`config.mk`:
```
export PLATFORM = sky130hd
export DESIGN_NAME = alu_div
export DESIGN_NICKNAME = d
export VERILOG_FILES = /design/src/rtl/alu_fp_pkg.sv /design/src/rtl/alu_fp_classify.sv /design/src/rtl/alu_div.sv
export SDC_FILE = /design/constraint.sdc
export NUM_CORES = 1
export LEC_CHECK = 0
export BUFFER_PORTS_ARGS = -buffer_cell sky130_fd_sc_hd__buf_2
export CAP_MARGIN = 20
export CORE_ASPECT_RATIO = 1.1
export CORE_MARGIN = 1
export CORE_UTILIZATION = 54
export CTS_BUF_LIST = sky130_fd_sc_hd__clkbuf_4 sky130_fd_sc_hd__clkbuf_8 sky130_fd_sc_hd__clkbuf_16
export CTS_CLUSTER_DIAMETER = 120
export DETAILED_ROUTE_END_ITERATION = 10
export GPL_TIMING_DRIVEN = 0
export PLACE_DENSITY_LB_ADDON = 0.15
export RECOVER_POWER = 50
export SYNTH_ARGS = -nofsm -noshare
export SYNTH_HDL_FRONTEND = slang
export SYNTH_SLANG_ARGS = --single-unit
```
`constraint.sdc`:
```
create_clock -name clk -period 4.14 [get_ports clk]
set_input_delay 1.035 -clock clk [delete_from_list [all_inputs] [get_ports clk]]
set_output_delay 1.035 -clock clk [all_outputs]
set_load 0.01 [all_outputs]
```
`src/rtl/alu_fp_pkg.sv`:
```
// -----------------------------------------------------------------------------
// alu_fp_pkg
// Shared definitions for the floating-point ALU blocks (alu_div, and later
// alu_mult): IEEE-754 single-precision field widths, exponent bias, the
// all-ones exponent code, the canonical quiet NaN, a packed operand view and
// the divider FSM state encoding.
// -----------------------------------------------------------------------------
package alu_fp_pkg;

    localparam int FP_EXP_W  = 8;
    localparam int FP_MANT_W = 23;
    localparam int FP_BIAS   = 127;

    localparam logic [FP_EXP_W-1:0] EXP_MAX = '1;
    localparam logic [31:0]         QNAN    = 32'h7FC0_0000;

    typedef struct packed {
        logic                 sign;
        logic [FP_EXP_W-1:0]  exp;
        logic [FP_MANT_W-1:0] mant;
    } fp32_t;

    typedef enum logic [1:0] {
        IDLE  = 2'd0,
        DIV   = 2'd1,
        ROUND = 2'd2
    } div_state_e;

endpackage

```
`src/rtl/alu_fp_classify.sv`:
```
// -----------------------------------------------------------------------------
// alu_fp_classify
// Combinational decode of one floating-point operand. Subnormals (exponent
// field 0) are reported as zero so the datapath flushes them.
//
// Ports:
//   op_i       in   operand {sign, exp, mant}
//   sign_o     out  sign bit
//   exp_o      out  biased exponent field
//   is_zero_o  out  exponent field is 0 (zero or flushed subnormal)
//   is_inf_o   out  exponent all ones, mantissa 0
//   is_nan_o   out  exponent all ones, mantissa nonzero
//   mant_o     out  mantissa with the hidden 1 prepended
// -----------------------------------------------------------------------------
module alu_fp_classify #(
    parameter int EXP_WIDTH  = 8,
    parameter int MANT_WIDTH = 23
) (
    input  logic [EXP_WIDTH+MANT_WIDTH:0] op_i,
    output logic                          sign_o,
    output logic [EXP_WIDTH-1:0]          exp_o,
    output logic                          is_zero_o,
    output logic                          is_inf_o,
    output logic                          is_nan_o,
    output logic [MANT_WIDTH:0]           mant_o
);

    logic [MANT_WIDTH-1:0] frac;
    logic                  exp_ones;

    assign sign_o    = op_i[EXP_WIDTH+MANT_WIDTH];
    assign exp_o     = op_i[EXP_WIDTH+MANT_WIDTH-1:MANT_WIDTH];
    assign frac      = op_i[MANT_WIDTH-1:0];
    assign exp_ones  = &exp_o;

    assign is_zero_o = ~|exp_o;
    assign is_inf_o  = exp_ones & ~|frac;
    assign is_nan_o  = exp_ones & |frac;
    assign mant_o    = {1'b1, frac};

endmodule

```
`src/rtl/alu_div.sv`:
```
// -----------------------------------------------------------------------------
// alu_div
// Sequential IEEE-754 single-precision divider, dataR = dataA / dataB.
// Radix-2 restoring division (26 quotient bits), round-to-nearest-even,
// subnormals flushed to signed zero. Special operands resolve in one cycle
// without leaving IDLE; normal operands take 28 cycles from accept to done.
//
// Ports:
//   clk    in   clock, rising edge
//   rst    in   synchronous active-high reset
//   start  in   request, accepted only while busy=0
//   dataA  in   dividend, sampled on the accepting edge
//   dataB  in   divisor, sampled on the accepting edge
//   busy   out  division iterations / rounding in progress
//   done   out  one-cycle pulse, dataR valid from this cycle
//   dataR  out  result, held until the next done
//   flags  out  {invalid, divzero, overflow}; only when ALU_DIV_FLAGS_EN
//
// Build option: define ALU_DIV_FLAGS_EN to add the flags port.
// -----------------------------------------------------------------------------
module alu_div
    import alu_fp_pkg::*;
#(
    parameter int EXP_WIDTH  = FP_EXP_W,
    parameter int MANT_WIDTH = FP_MANT_W,
    parameter int BIAS       = FP_BIAS
) (
    input  logic                          clk,
    input  logic                          rst,
    input  logic                          start,
    input  logic [EXP_WIDTH+MANT_WIDTH:0] dataA,
    input  logic [EXP_WIDTH+MANT_WIDTH:0] dataB,
    output logic                          busy,
    output logic                          done,
    output logic [EXP_WIDTH+MANT_WIDTH:0] dataR
`ifdef ALU_DIV_FLAGS_EN
    ,
    output logic [2:0]                    flags
`endif
);

    localparam int FP_W = 1 + EXP_WIDTH + MANT_WIDTH;
    localparam int MW   = MANT_WIDTH + 1;   // mantissa incl. hidden bit
    localparam int QW   = MANT_WIDTH + 3;   // quotient bits (24 + guard + sticky)
    localparam int RW   = MANT_WIDTH + 2;   // partial remainder
    localparam int EW   = EXP_WIDTH + 2;    // signed exponent working width
    localparam int CW   = $clog2(QW);

    localparam logic [EXP_WIDTH-1:0]  EMAX_F = '1;
    localparam logic [FP_W-1:0]       QNAN_L = {1'b0, EMAX_F, 1'b1, {(MANT_WIDTH-1){1'b0}}};
    localparam logic signed [EW-1:0]  E_ZERO = '0;
    localparam logic signed [EW-1:0]  E_ONE  = EW'(1);
    localparam logic signed [EW-1:0]  E_MAX  = EW'((1 << EXP_WIDTH) - 1);
    localparam logic signed [EW-1:0]  BIAS_E = EW'(BIAS);

    // Normalize the raw quotient, round to nearest even, then range-check.
    // e_in already carries ea - eb + BIAS (the q[MSB]=1 case).
    function automatic logic [FP_W-1:0] round_pack(
        input logic                   s,
        input logic [QW-1:0]          q,
        input logic                   rem_nz,
        input logic signed [EW-1:0]   e_in
    );
        logic [MW-1:0]         m;
        logic [MW:0]           mr;
        logic                  g;
        logic                  st;
        logic signed [EW-1:0]  e;
        if (q[QW-1]) begin
            m  = q[QW-1:2];
            g  = q[1];
            st = q[0] | rem_nz;
            e  = e_in;
        end else begin
            m  = q[QW-2:1];
            g  = q[0];
            st = rem_nz;
            e  = e_in - E_ONE;
        end
        mr = {1'b0, m} + {{MW{1'b0}}, g & (st | m[0])};
        if (mr[MW]) begin
            m = {1'b1, {(MW-1){1'b0}}};
            e = e + E_ONE;
        end else begin
            m = mr[MW-1:0];
        end
        if (e >= E_MAX)
            round_pack = {s, EMAX_F, {MANT_WIDTH{1'b0}}};
        else if (e <= E_ZERO)
            round_pack = {s, {(FP_W-1){1'b0}}};
        else
            round_pack = {s, e[EXP_WIDTH-1:0], m[MW-2:0]};
    endfunction

    // ---- operand decode ----
    logic                 sa, sb, za, zb, ia, ib, na, nb;
    logic [EXP_WIDTH-1:0] ea, eb;
    logic [MW-1:0]        ma, mb;

    alu_fp_classify #(.EXP_WIDTH(EXP_WIDTH), .MANT_WIDTH(MANT_WIDTH)) u_cls_a (
        .op_i(dataA), .sign_o(sa), .exp_o(ea), .is_zero_o(za),
        .is_inf_o(ia), .is_nan_o(na), .mant_o(ma)
    );

    alu_fp_classify #(.EXP_WIDTH(EXP_WIDTH), .MANT_WIDTH(MANT_WIDTH)) u_cls_b (
        .op_i(dataB), .sign_o(sb), .exp_o(eb), .is_zero_o(zb),
        .is_inf_o(ib), .is_nan_o(nb), .mant_o(mb)
    );

    logic sign_r;
    assign sign_r = sa ^ sb;

    // Special operand combinations produce their result directly at accept.
    logic            spec_hit;
    logic [FP_W-1:0] spec_res;

    always_comb begin
        spec_hit = 1'b1;
        spec_res = '0;
        if (na | nb | (za & zb) | (ia & ib))
            spec_res = QNAN_L;
        else if (ia | zb)
            spec_res = {sign_r, EMAX_F, {MANT_WIDTH{1'b0}}};
        else if (za | ib)
            spec_res = {sign_r, {(FP_W-1){1'b0}}};
        else
            spec_hit = 1'b0;
    end

    // ---- state and datapath registers ----
    div_state_e             state_q, state_d;
    logic                   done_q, done_d;
    logic [FP_W-1:0]        dataR_q, dataR_d;
    logic [RW-1:0]          rem_q, rem_d;
    logic [QW-1:0]          q_q, q_d;
    logic [MW-1:0]          mb_q, mb_d;
    logic signed [EW-1:0]   e_q, e_d;
    logic                   sr_q, sr_d;
    logic [CW-1:0]          cnt_q, cnt_d;

    // One restoring step: trial subtract, keep if non-negative, then shift.
    logic            rem_ge;
    logic [RW-1:0]   rem_sub;
    logic [FP_W-1:0] rnd_res;

    assign rem_ge  = rem_q >= {1'b0, mb_q};
    assign rem_sub = rem_ge ? (rem_q - {1'b0, mb_q}) : rem_q;
    assign rnd_res = round_pack(sr_q, q_q, |rem_q, e_q);

`ifdef ALU_DIV_FLAGS_EN
    logic [2:0] flags_q, flags_d;
    logic       spec_inv, spec_dz, ovf;
    assign spec_inv = na | nb | (za & zb) | (ia & ib);
    assign spec_dz  = zb & ~za & ~ia & ~na & ~nb;
    // Within ROUND an all-ones exponent can only come from overflow.
    assign ovf      = &rnd_res[FP_W-2:MANT_WIDTH];
`endif

    always_comb begin
        state_d = state_q;
        done_d  = 1'b0;
        dataR_d = dataR_q;
        rem_d   = rem_q;
        q_d     = q_q;
        mb_d    = mb_q;
        e_d     = e_q;
        sr_d    = sr_q;
        cnt_d   = cnt_q;
`ifdef ALU_DIV_FLAGS_EN
        flags_d = flags_q;
`endif
        case (state_q)
            IDLE: begin
                if (start) begin
                    if (spec_hit) begin
                        dataR_d = spec_res;
                        done_d  = 1'b1;
`ifdef ALU_DIV_FLAGS_EN
                        flags_d = {spec_inv, spec_dz, 1'b0};
`endif
                    end else begin
                        rem_d   = {1'b0, ma};
                        q_d     = '0;
                        mb_d    = mb;
                        e_d     = $signed({2'b00, ea}) - $signed({2'b00, eb}) + BIAS_E;
                        sr_d    = sign_r;
                        cnt_d   = CW'(QW - 1);
                        state_d = DIV;
                    end
                end
            end
            DIV: begin
                q_d   = {q_q[QW-2:0], rem_ge};
                rem_d = {rem_sub[RW-2:0], 1'b0};
                cnt_d = cnt_q - 1'b1;
                if (cnt_q == '0)
                    state_d = ROUND;
            end
            ROUND: begin
                dataR_d = rnd_res;
                done_d  = 1'b1;
                state_d = IDLE;
`ifdef ALU_DIV_FLAGS_EN
                flags_d = {2'b00, ovf};
`endif
            end
            default: state_d = IDLE;
        endcase
    end

    // ---- control / result register stage ----
    always_ff @(posedge clk) begin
        if (rst) begin
            state_q <= IDLE;
            done_q  <= 1'b0;
            dataR_q <= '0;
        end else begin
            state_q <= state_d;
            done_q  <= done_d;
            dataR_q <= dataR_d;
        end
    end

`ifdef ALU_DIV_FLAGS_EN
    always_ff @(posedge clk) begin
        if (rst)
            flags_q <= 3'b000;
        else
            flags_q <= flags_d;
    end
    assign flags = flags_q;
`endif

    // ---- iteration datapath stage ----
    always_ff @(posedge clk) begin
        rem_q <= rem_d;
        q_q   <= q_d;
        mb_q  <= mb_d;
        e_q   <= e_d;
        sr_q  <= sr_d;
        cnt_q <= cnt_d;
    end

    assign busy  = (state_q != IDLE);
    assign done  = done_q;
    assign dataR = dataR_q;

endmodule

```
==> results.toml, run 1 <==
[flow_run]
max_cap_violations = 0

[pwr]
ir_worst_vdd_v = 0.000347
p_leak_nw = 3.83
p_per_area_nw_per_um2 = 421

[cts]
cts_buffer_depth = 2
clk_pin_slew_ns = 0.06
htree_levels = 4
ctsHoldBuffers = 0
cts_root_buf = "clkbuf_16"
clock_latency_ns = 0.42
cts.sinks = 125
numCtsBuffers = 17
cts_tree = "yes"

[layout]
drive_gt1_share_pct = 12.2
area.growth.synth_to_final_pct = 16.7
multi_input_area_um2 = 4500
fin_util_pct = 64.4
fin_nets = 1091
regArea_um2 = 3400
fin_cells = 1195
n_fill_cell = 1326
antennaDiodeCount = 0

[synthesis]
synth_nets = 966
synth-edff-count = 90
netlist_instances = 861
synthFlopType = "edfxtp_1"
async_reset_ff_share_pct = 0
synth.avg_cell_area_um2 = 9.60
synth_area_um2 = 8270
ys_warn_count = 0
seq_area_frac_synth_pct = 41.2
yosysUniqueCellTypes = 78
synth_seq_cells = 125

[global_route]
grt_usage_pct = 25.6
grt_pass1_vias = 6607
grt_start_max_net_pins = 41
overflow = 0
antenna_found_initial = 0
grt_pass1_wl_mm = 31.9

[timing]
finalCritPeriodShare_pct = 94.8
fin_crit_ns = 3.92
timing.hold.ws_ns = 0.475
tightest_slew_ns = 1.17
setup_viol = 0
slew_viol_final = 0
slew_headroom_pct = 22.3
fin_worst_skew_ns = 0.00896
max_freq_mhz = 255
finalWorstSetupSlack_ns = 0.215
final_hold_viol_count = 0

[routing]
route.detailed.wl_per_inst_um = 16.4
first_pass_iters = 5
vias_per_cell = 5.73
wirelength_mm = 19.6
drt_iter0_drc = 453
postRouteAntennaNets = 0
drc = 0
vias = 6846

[worst_setup_path]
critPathLaunchType = "register"
r2r_cells = 17
critical_path_arrival_ns = 4.29
worstPathMaxFanout = 28
criticalPathCategory = "reg2reg"
cp.required_ns = 4.50
critical-path-max-stage-delay_ns = 0.42
crit_chain = "buf_12, buf_16, nand2_1, a21boi_0, ha_2, nand4_1, nor4_4, buf_4, nand4_2, a2111oi_4, mux2i_2, xor2_2, o41a_1, and3_1, buf_6, buf_8, a22o_1"
cp_slowest_cell = "a2111oi_4"
critPathCaptureType = "register"

[floorplanning]
rows = 47
dieArea_um2 = 15800
die_w_um = 120
ios = 101
die_h_um = 132
core-area_um2 = 15000
initial_core_util_pct = 55.1

[place]
dp.cells = 1158
hpwl_mm = 14.8
io_buffer_count = 99
gp_congestion = 0.901
post-place-ws_ns = -0.793

[min_path]
hold_path_depth = 1
hold_path.class = "reg2reg"

[status]
outcome = "complete, no violations"
==> metrics by stage <==
step / total power [W] / setup TNS [ns] / instance area, µm²
after floorplan: 0.00236 / 0 / 8270
after global placement: 0.00261 / -34.43 / 9010
after detailed placement: 0.00263 / -22.00 / 9060
after CTS: 0.00406 / 0 / 9660
after global routing: 0.00426 / -0.0689 / 9650
final: 0.00407 / 0 / 9650
==> path summary, 6_finish.rpt <==
kind              slack [ns]  startpoint         to
hold / removal          0.47   dataR[14]  dataR[14]
setup / recovery        0.22     q_q[25]  dataR[21]
hold reg to reg         0.47   dataR[14]  dataR[14]
setup reg to reg        0.22     q_q[25]  dataR[21]
==> cell usage after synthesis (all sizes together), types with 7 or more instances <==
library cell   n  share of area, %
edfxtp        90                33
nand2         85               3.9
inv           58               2.6
nor2          55               2.5
xnor2         51               5.5
o21ai         45               2.8
a21oi         43               2.6
mux2i         37               4.5
ha            36               5.4
dfxtp         35               8.5
and2          32               2.4
xor2          30               3.2
nor4          26               2.2
a22o          22               2.3
nand3         21               1.3
clkbuf        20              0.91
nand4         20               1.6
nor3          20               1.2
a21o          18               1.6
buf           11               1.0
nand2b         8              0.64
or3            8              0.73
a31oi          7              0.71
==> flip-flops by register name, indices dropped and copies added, names as in the netlist <==
name     count
mb_q        23
sr_q         1
state_q      2
q_q         26
done         1
e_q         10
rem_q       25
dataR       32
cnt_q        5
==> logic make-up after synthesis <==
group	after synthesis	synth area share, %
and+or+nand+nor	302	19.0
adders and majority gates	38	5.93
buffers and inverters	89	4.59
xor gates and xnor gates	81	8.67
DFF	125	41.2
muxes	39	4.75
AOI/OAI and AO/OA	187	15.9
==> timing repair <==
| action | 4_1_cts | 5_1_grt |
|---|---|---|
| buffers inserted | 2 | 5 |
| endpoints found under the setup margin | 31 | 30 |
| resized for setup | 5 | 8 |
| pin swaps | 1 | 2 |
| gates cloned | 0 | 0 |
==> per-layer routing <==
layer / up-vias / global-route usage [%] / wire [µm]
met4: 0 / 8.82 / 340
met1: 3249 / 33.0 / 8840
met5: - / 0 / 0
li1: 3403 / - / -
met3: 27 / 3.72 / 777
met2: 167 / 43.8 / 9650
==> critical path: cells and delay by family (launching register included) <==
family | cells | cell delay [ns]
compound gates | 4 | 1.04
buf+inv | 5 | 0.73
simple gates | 5 | 0.84
fa+ha+maj | 1 | 0.26
xor+xnor | 1 | 0.27
flops | 1 | 0.40
mux | 1 | 0.32
==> power breakdown <==
part	internal, W	switching [W]	total, W
Sequential	0.00148	0.0000992	0.00158
Clock	0.000834	0.000600	0.00143
Combinational	0.000445	0.000605	0.00105
Total	0.00276	0.00130	0.00407
==> layout make-up <==
cell class              instances  area share (%)
plain buffers                  28            1.92
clock inverters                15            1.45
well taps                     196            2.54
flip-flops and latches        125            35.3
multi-input cells             647            46.7
repair buffers                109            5.48
inverters                      58            2.26
clock buffers                  17            4.41
==> layout by cell type (no fill, tap or decap), types with 22 or more instances in the layout <==
cell	count
o21ai_0	43
inv_1	58
a21oi_1	43
xor2_1	29
nor2_1	55
edfxtp_1	90
nor4_1	24
buf_2	50
mux2i_1	36
ha_1	35
clkbuf_1	69
xnor2_1	50
nand2_1	85
a22o_1	22
dfxtp_1	35
No activity file was read; power rests on OpenSTA's default activity.
==> inputs of run 2 (changes only) <==
--- a/config.mk
+++ b/config.mk
@@ -16,6 +16,8 @@
 export GPL_TIMING_DRIVEN = 0
 export PLACE_DENSITY_LB_ADDON = 0.15
 export RECOVER_POWER = 50
+export SKIP_CTS_REPAIR_TIMING = 1
 export SYNTH_ARGS = -nofsm -noshare
 export SYNTH_HDL_FRONTEND = slang
+export SYNTH_HIERARCHICAL = 1
 export SYNTH_SLANG_ARGS = --single-unit
==> results.toml, run 2 <==
[place]
hpwl_mm = 15.3
io_buffer_count = 98
placed_cell_area_um2 = 9580
gp_congestion = 0.864

[routing]
first_pass_iters = 5
route.detailed.wl_per_inst_um = 15.8
wirelength_mm = 20.0
drt_iter0_drc = 405
drc = 0
vias_per_cell = 5.58
postRouteAntennaNets = 0
vias = 7047

[worst_setup_path]
critical_path_arrival_ns = 4.24
criticalPathCategory = "reg2reg"
critPathCaptureType = "register"
cp.required_ns = 4.46
reg2reg_slack_ns = 0.21
critPathLaunchType = "register"
r2r_end = "dataR[5]"
r2r_start = "q_q[25]"
r2r_cells = 17
worstPathMaxFanout = 19

[timing]
setup_viol = 0
rsz0062_at_grt = "no"
tightest_slew_ns = 0.825
fin_crit_ns = 3.93
slew_viol_final = 0
fin_worst_skew_ns = 0.00965
setup_tns_ns = 0
slew_headroom_pct = 45.0
max_freq_mhz = 255
finalCritPeriodShare_pct = 94.9
final_hold_viol_count = 0

[global_route]
overflow = 0
grt_pass1_wl_mm = 32.3
grt_usage_pct = 25.2
grt_start_max_net_pins = 33
antenna_found_initial = 0
grt_pass1_vias = 6669

[flow_run]
max_cap_violations = 0

[layout]
fin_util_pct = 64.8
finalInstanceArea_um2 = 10200
fin_nets = 1157
largest_reg_flops = 32
final_cell_mix = "91 x edfxtp_1, 79 x nand2_1, 67 x clkbuf_1"
final_common_cell = "edfxtp_1"
area.growth.synth_to_final_pct = 16.6
n_fill_cell = 1351
drive_gt1_share_pct = 17.5
antennaDiodeCount = 0

[synthesis]
synthMuxAreaShare_pct = 5.45
synth_nets = 1036
yosys.area.top_type = "edfxtp_1"
ys_warn_count = 6
yosys-top-cells-area = "edfxtp_1 31%, dfxtp_1 8.0%, buf_4 5.8%"
yosysUniqueCellTypes = 67
yosys-top-cells-count = "91 x edfxtp_1, 79 x nand2_1, 67 x buf_4"
synth_top_family_by_area = "simple AND/OR/NAND/NOR gates"
synth.most_common_cell = "edfxtp_1"
yosysTopAreaCellShare_pct = 31.3
yosys.area_share.xor_xnor_pct = 8.42
synth-edff-count = 91
synth_seq_cells = 126
synthSimpleGateAreaFrac_pct = 18.2
synth.avg_cell_area_um2 = 9.40
seq_area_frac_synth_pct = 39.3
synth_area_um2 = 8740
netlist_instances = 930
synthAdderAreaFrac_pct = 5.75
synth_compound_area_share_pct = 13.2
async_reset_ff_share_pct = 0
synthFlopType = "edfxtp_1"

[pwr]
ir_worst_vdd_v = 0.000302
p_per_area_nw_per_um2 = 425
p_leak_nw = 4.11

[floorplanning]
initial_core_util_pct = 55.6
ios = 101
dieArea_um2 = 16700
die_w_um = 123
die_h_um = 135
core-area_um2 = 15700
rows = 48

[cts]
clk_pin_slew_ns = 0.06
cts_root_buf = "clkbuf_16"
clock_latency_ns = 0.42
cts.sinks = 126
numCtsBuffers = 17
htree_levels = 4
cts_buffer_depth = 2
cts_tree = "yes"

[min_path]
hold_path.class = "reg2reg"
hold_path_depth = 1
hp-start = "dataR[15]"
min_to = "dataR[15]"

[status]
outcome = "complete, no violations"
run 2: worst max-delay path, stage by stage, from the launching register on:
cell and delay [ns]:
edfxtp_1 0.43, buf_8 0.23, buf_6 0.23, nand2_1 0.06, a21boi_0 0.18, ha_1 0.21
nand2_1 0.11, nor4_4 0.37, nand4_1 0.14, buf_4 0.18, nor2_1 0.23, clkbuf_4 0.27
and3_1 0.17, a22oi_1 0.13, nor4_4 0.39, nor2_4 0.10, buf_6 0.15, a22o_1 0.20
run 2: cell type report:
class                           instances  area [µm²]  share of cell area, %
Multi-Input combinational cell        652        4500                   44.2
Sequential cell                       126        3430                   33.7
Buffer                                 94         641                   6.29
Timing Repair Buffer                  104         514                   5.05
Clock buffer                           17         425                   4.17
Tap cell                              200         250                   2.46
Clock inverter                         15         216                   2.12
Inverter                               56         210                   2.06
run 2: metrics by stage:
| stage | std cells | total power, W | hold WS, ns | setup slack [ns] |
|---|---|---|---|---|
| global route | 1264 | 0.00453 | 0.493 | 0.00445 |
| detailed placement | 1231 | 0.00270 | 0.449 | -0.938 |
| finish | 1264 | 0.00433 | 0.466 | 0.211 |
| floorplan | 930 | 0.00241 | 0.501 | 0.0564 |
| CTS | 1263 | 0.00435 | 0.463 | -0.955 |
| global placement | 1228 | 0.00266 | 0.456 | -1.47 |
run 2: worst max-delay path by stage:
| stage | endpoint | from | cells past startpoint |
|---|---|---|---|
| 3_5_place_dp | dataR[23] | q_q[25] | 17 |
| 6_report | dataR[5] | q_q[25] | 17 |
| 3_3_place_gp | mb_q[21] | dataB[1] | 7 |
| 2_1_floorplan | dataR[21] | q_q[25] | 17 |
| 5_1_grt | dataR[21] | q_q[25] | 17 |
| 4_1_cts | dataR[23] | q_q[25] | 17 |
run 2: cells by family (layout without fill, tap and decap cells):
kind of cell,count (synthesis),in the layout
flip-flops,126,126
XOR/XNOR,84,84
other,2,2
adder cells (fa/ha/maj),39,39
AO/OA/AOI/OAI,178,178
multiplexers,47,47
buffers and inverters,152,286
AND/OR/NAND/NOR,302,302
run 2: power breakdown:
part | internal, W | total [W] | switching, W
logic | 0.000481 | 0.00110 | 0.000616
clock network | 0.00107 | 0.00165 | 0.000585
registers | 0.00149 | 0.00159 | 0.0000990
total | 0.00303 | 0.00433 | 0.00130
run 2: metal layers:
metal  track usage [%]  up-vias  wire [µm]
li1                  -     3522          -
met1              31.3     3290       8860
met2              42.7      200       9650
met3              4.42       35        986
met4              11.0        0        469
met5                 0        -          0
==> inputs of run 3 (changes only) <==
==> constraint.sdc (replaced) <==
create_clock -name clk -period 4.14 [get_ports clk]
set_input_delay 1.242 -clock clk [delete_from_list [all_inputs] [get_ports clk]]
set_output_delay 1.242 -clock clk [all_outputs]
set_load 0.01 [all_outputs]
==> results.toml, run 3 (synthesized netlist as in run 2, its figures left out) <==
[floorplanning]
rows = 48
core-area_um2 = 15700
die_w_um = 123
die_h_um = 135
dieArea_um2 = 16700
initial_core_util_pct = 55.6
ios = 101

[min_path]
hold_path_depth = 1
hold_path.class = "reg2reg"

[layout]
finalInstanceArea_um2 = 10200
drive_gt1_share_pct = 17.5
antennaDiodeCount = 0
n_fill_cell = 1350
fin_util_pct = 64.8
final_common_cell = "edfxtp_1"
fin_nets = 1157
largest_reg_flops = 32
final_cell_mix = "91 x edfxtp_1, 79 x nand2_1, 67 x clkbuf_1"
area.growth.synth_to_final_pct = 16.6

[cts]
numCtsBuffers = 17
cts_buffer_depth = 2
clk_pin_slew_ns = 0.06
htree_levels = 4
clock_latency_ns = 0.42
cts_tree = "yes"
cts.sinks = 126
cts_root_buf = "clkbuf_16"

[timing]
slew_headroom_pct = 55.0
setup_tns_ns = 0
max_freq_mhz = 255
final_hold_viol_count = 0
slew_viol_final = 0
tightest_slew_ns = 0.674
rsz0062_at_grt = "no"
finalCritPeriodShare_pct = 94.9
fin_worst_skew_ns = 0.00965
setup_viol = 0
fin_crit_ns = 3.93

[routing]
drt_iter0_drc = 405
wirelength_mm = 20.0
wl_met3_um = 992
vias_per_cell = 5.58
route.detailed.wl_per_inst_um = 15.8
dr_wl_met2_mm = 9.65
wl_met1_mm = 8.85
postRouteAntennaNets = 0
top_layer = "met4"
vias = 7052
first_pass_iters = 5
drc = 0

[worst_setup_path]
r2r_cells = 17
critical-path-max-stage-delay_ns = 0.43
critPathCaptureType = "register"
criticalPathCategory = "reg2reg"
crit_chain = "buf_8, buf_6, nand2_1, a21boi_0, ha_1, nand2_1, nor4_4, nand4_1, buf_4, nor2_1, clkbuf_4, and3_1, a22oi_1, nor4_4, nor2_4, buf_6, a22o_1"
worstPathMaxFanout = 19
cp.required_ns = 4.46
critPathLaunchType = "register"
cp_slowest_cell = "edfxtp_1"
critical_path_arrival_ns = 4.24

[global_route]
overflow = 0
grt_pass1_vias = 6669
grt_pass1_wl_mm = 32.3
antenna_found_initial = 0
grt_usage_pct = 25.2
grt_start_max_net_pins = 33

[place]
gp_congestion = 0.864
hpwl_mm = 15.3
placed_cell_area_um2 = 9580
io_buffer_count = 98

[pwr]
ir_worst_vdd_v = 0.000302
p_leak_nw = 4.11
p_per_area_nw_per_um2 = 425

[flow_run]
max_cap_violations = 0

[status]
outcome = "complete, no violations"
run 3: changes by cell type in the layout (fill, tap and decap cells not counted):
| cell | before | now |
|---|---|---|
| clkbuf_2 | 2 | 1 |
| clkbuf_4 | 16 | 17 |
run 3: through the flow:
stage                     cells  power, W  hold WS (ns)  worst slack, ns
after floorplan             930   0.00241         0.501         -0.00568
after global placement     1228   0.00266         0.456            -1.68
after detailed placement   1231   0.00270         0.449           -0.938
after CTS                  1263   0.00435         0.463           -0.955
after global routing       1264   0.00453         0.493          0.00445
final                      1264   0.00433         0.466            0.211
run 3: worst paths after layout:
kind	from	endpoint	slack, ns
min	dataR[15]	dataR[15]	0.47
max	q_q[25]	dataR[5]	0.21
min reg2reg	dataR[15]	dataR[15]	0.47
max reg2reg	q_q[25]	dataR[5]	0.21
run 3: final cells by class:
cell class | instances | area, µm² | share of cell area, %
inverter | 56 | 210 | 2.06
multi-input combinational | 652 | 4500 | 44.1
clock buffer | 17 | 425 | 4.17
buffer | 94 | 641 | 6.29
timing repair buffer | 104 | 517 | 5.07
clock inverter | 15 | 216 | 2.12
tap | 200 | 250 | 2.46
sequential | 126 | 3430 | 33.7
run 3: metal layers:
| layer | vias to the layer above | GRT usage (%) |
|---|---|---|
| met2 | 201 | 42.7 |
| met1 | 3293 | 31.3 |
| li1 | 3523 | - |
| met4 | 0 | 11.0 |
| met3 | 35 | 4.42 |
| met5 | - | 0 |
run 3: power by group:
group | internal (W) | total [W] | switching [W]
Sequential | 0.00149 | 0.00159 | 0.0000990
Combinational | 0.000481 | 0.00110 | 0.000616
Clock | 0.00107 | 0.00165 | 0.000585
Total | 0.00303 | 0.00433 | 0.00130
run 3: critical path: cells and delay by family, from the launching register on:
kind	cells	cell delay, ns
adder cells (fa/ha/maj)	1	0.21
buffers and inverters	5	1.06
flip-flops	1	0.43
AND/OR/NAND/NOR	8	1.57
AO/OA/AOI/OAI	3	0.51
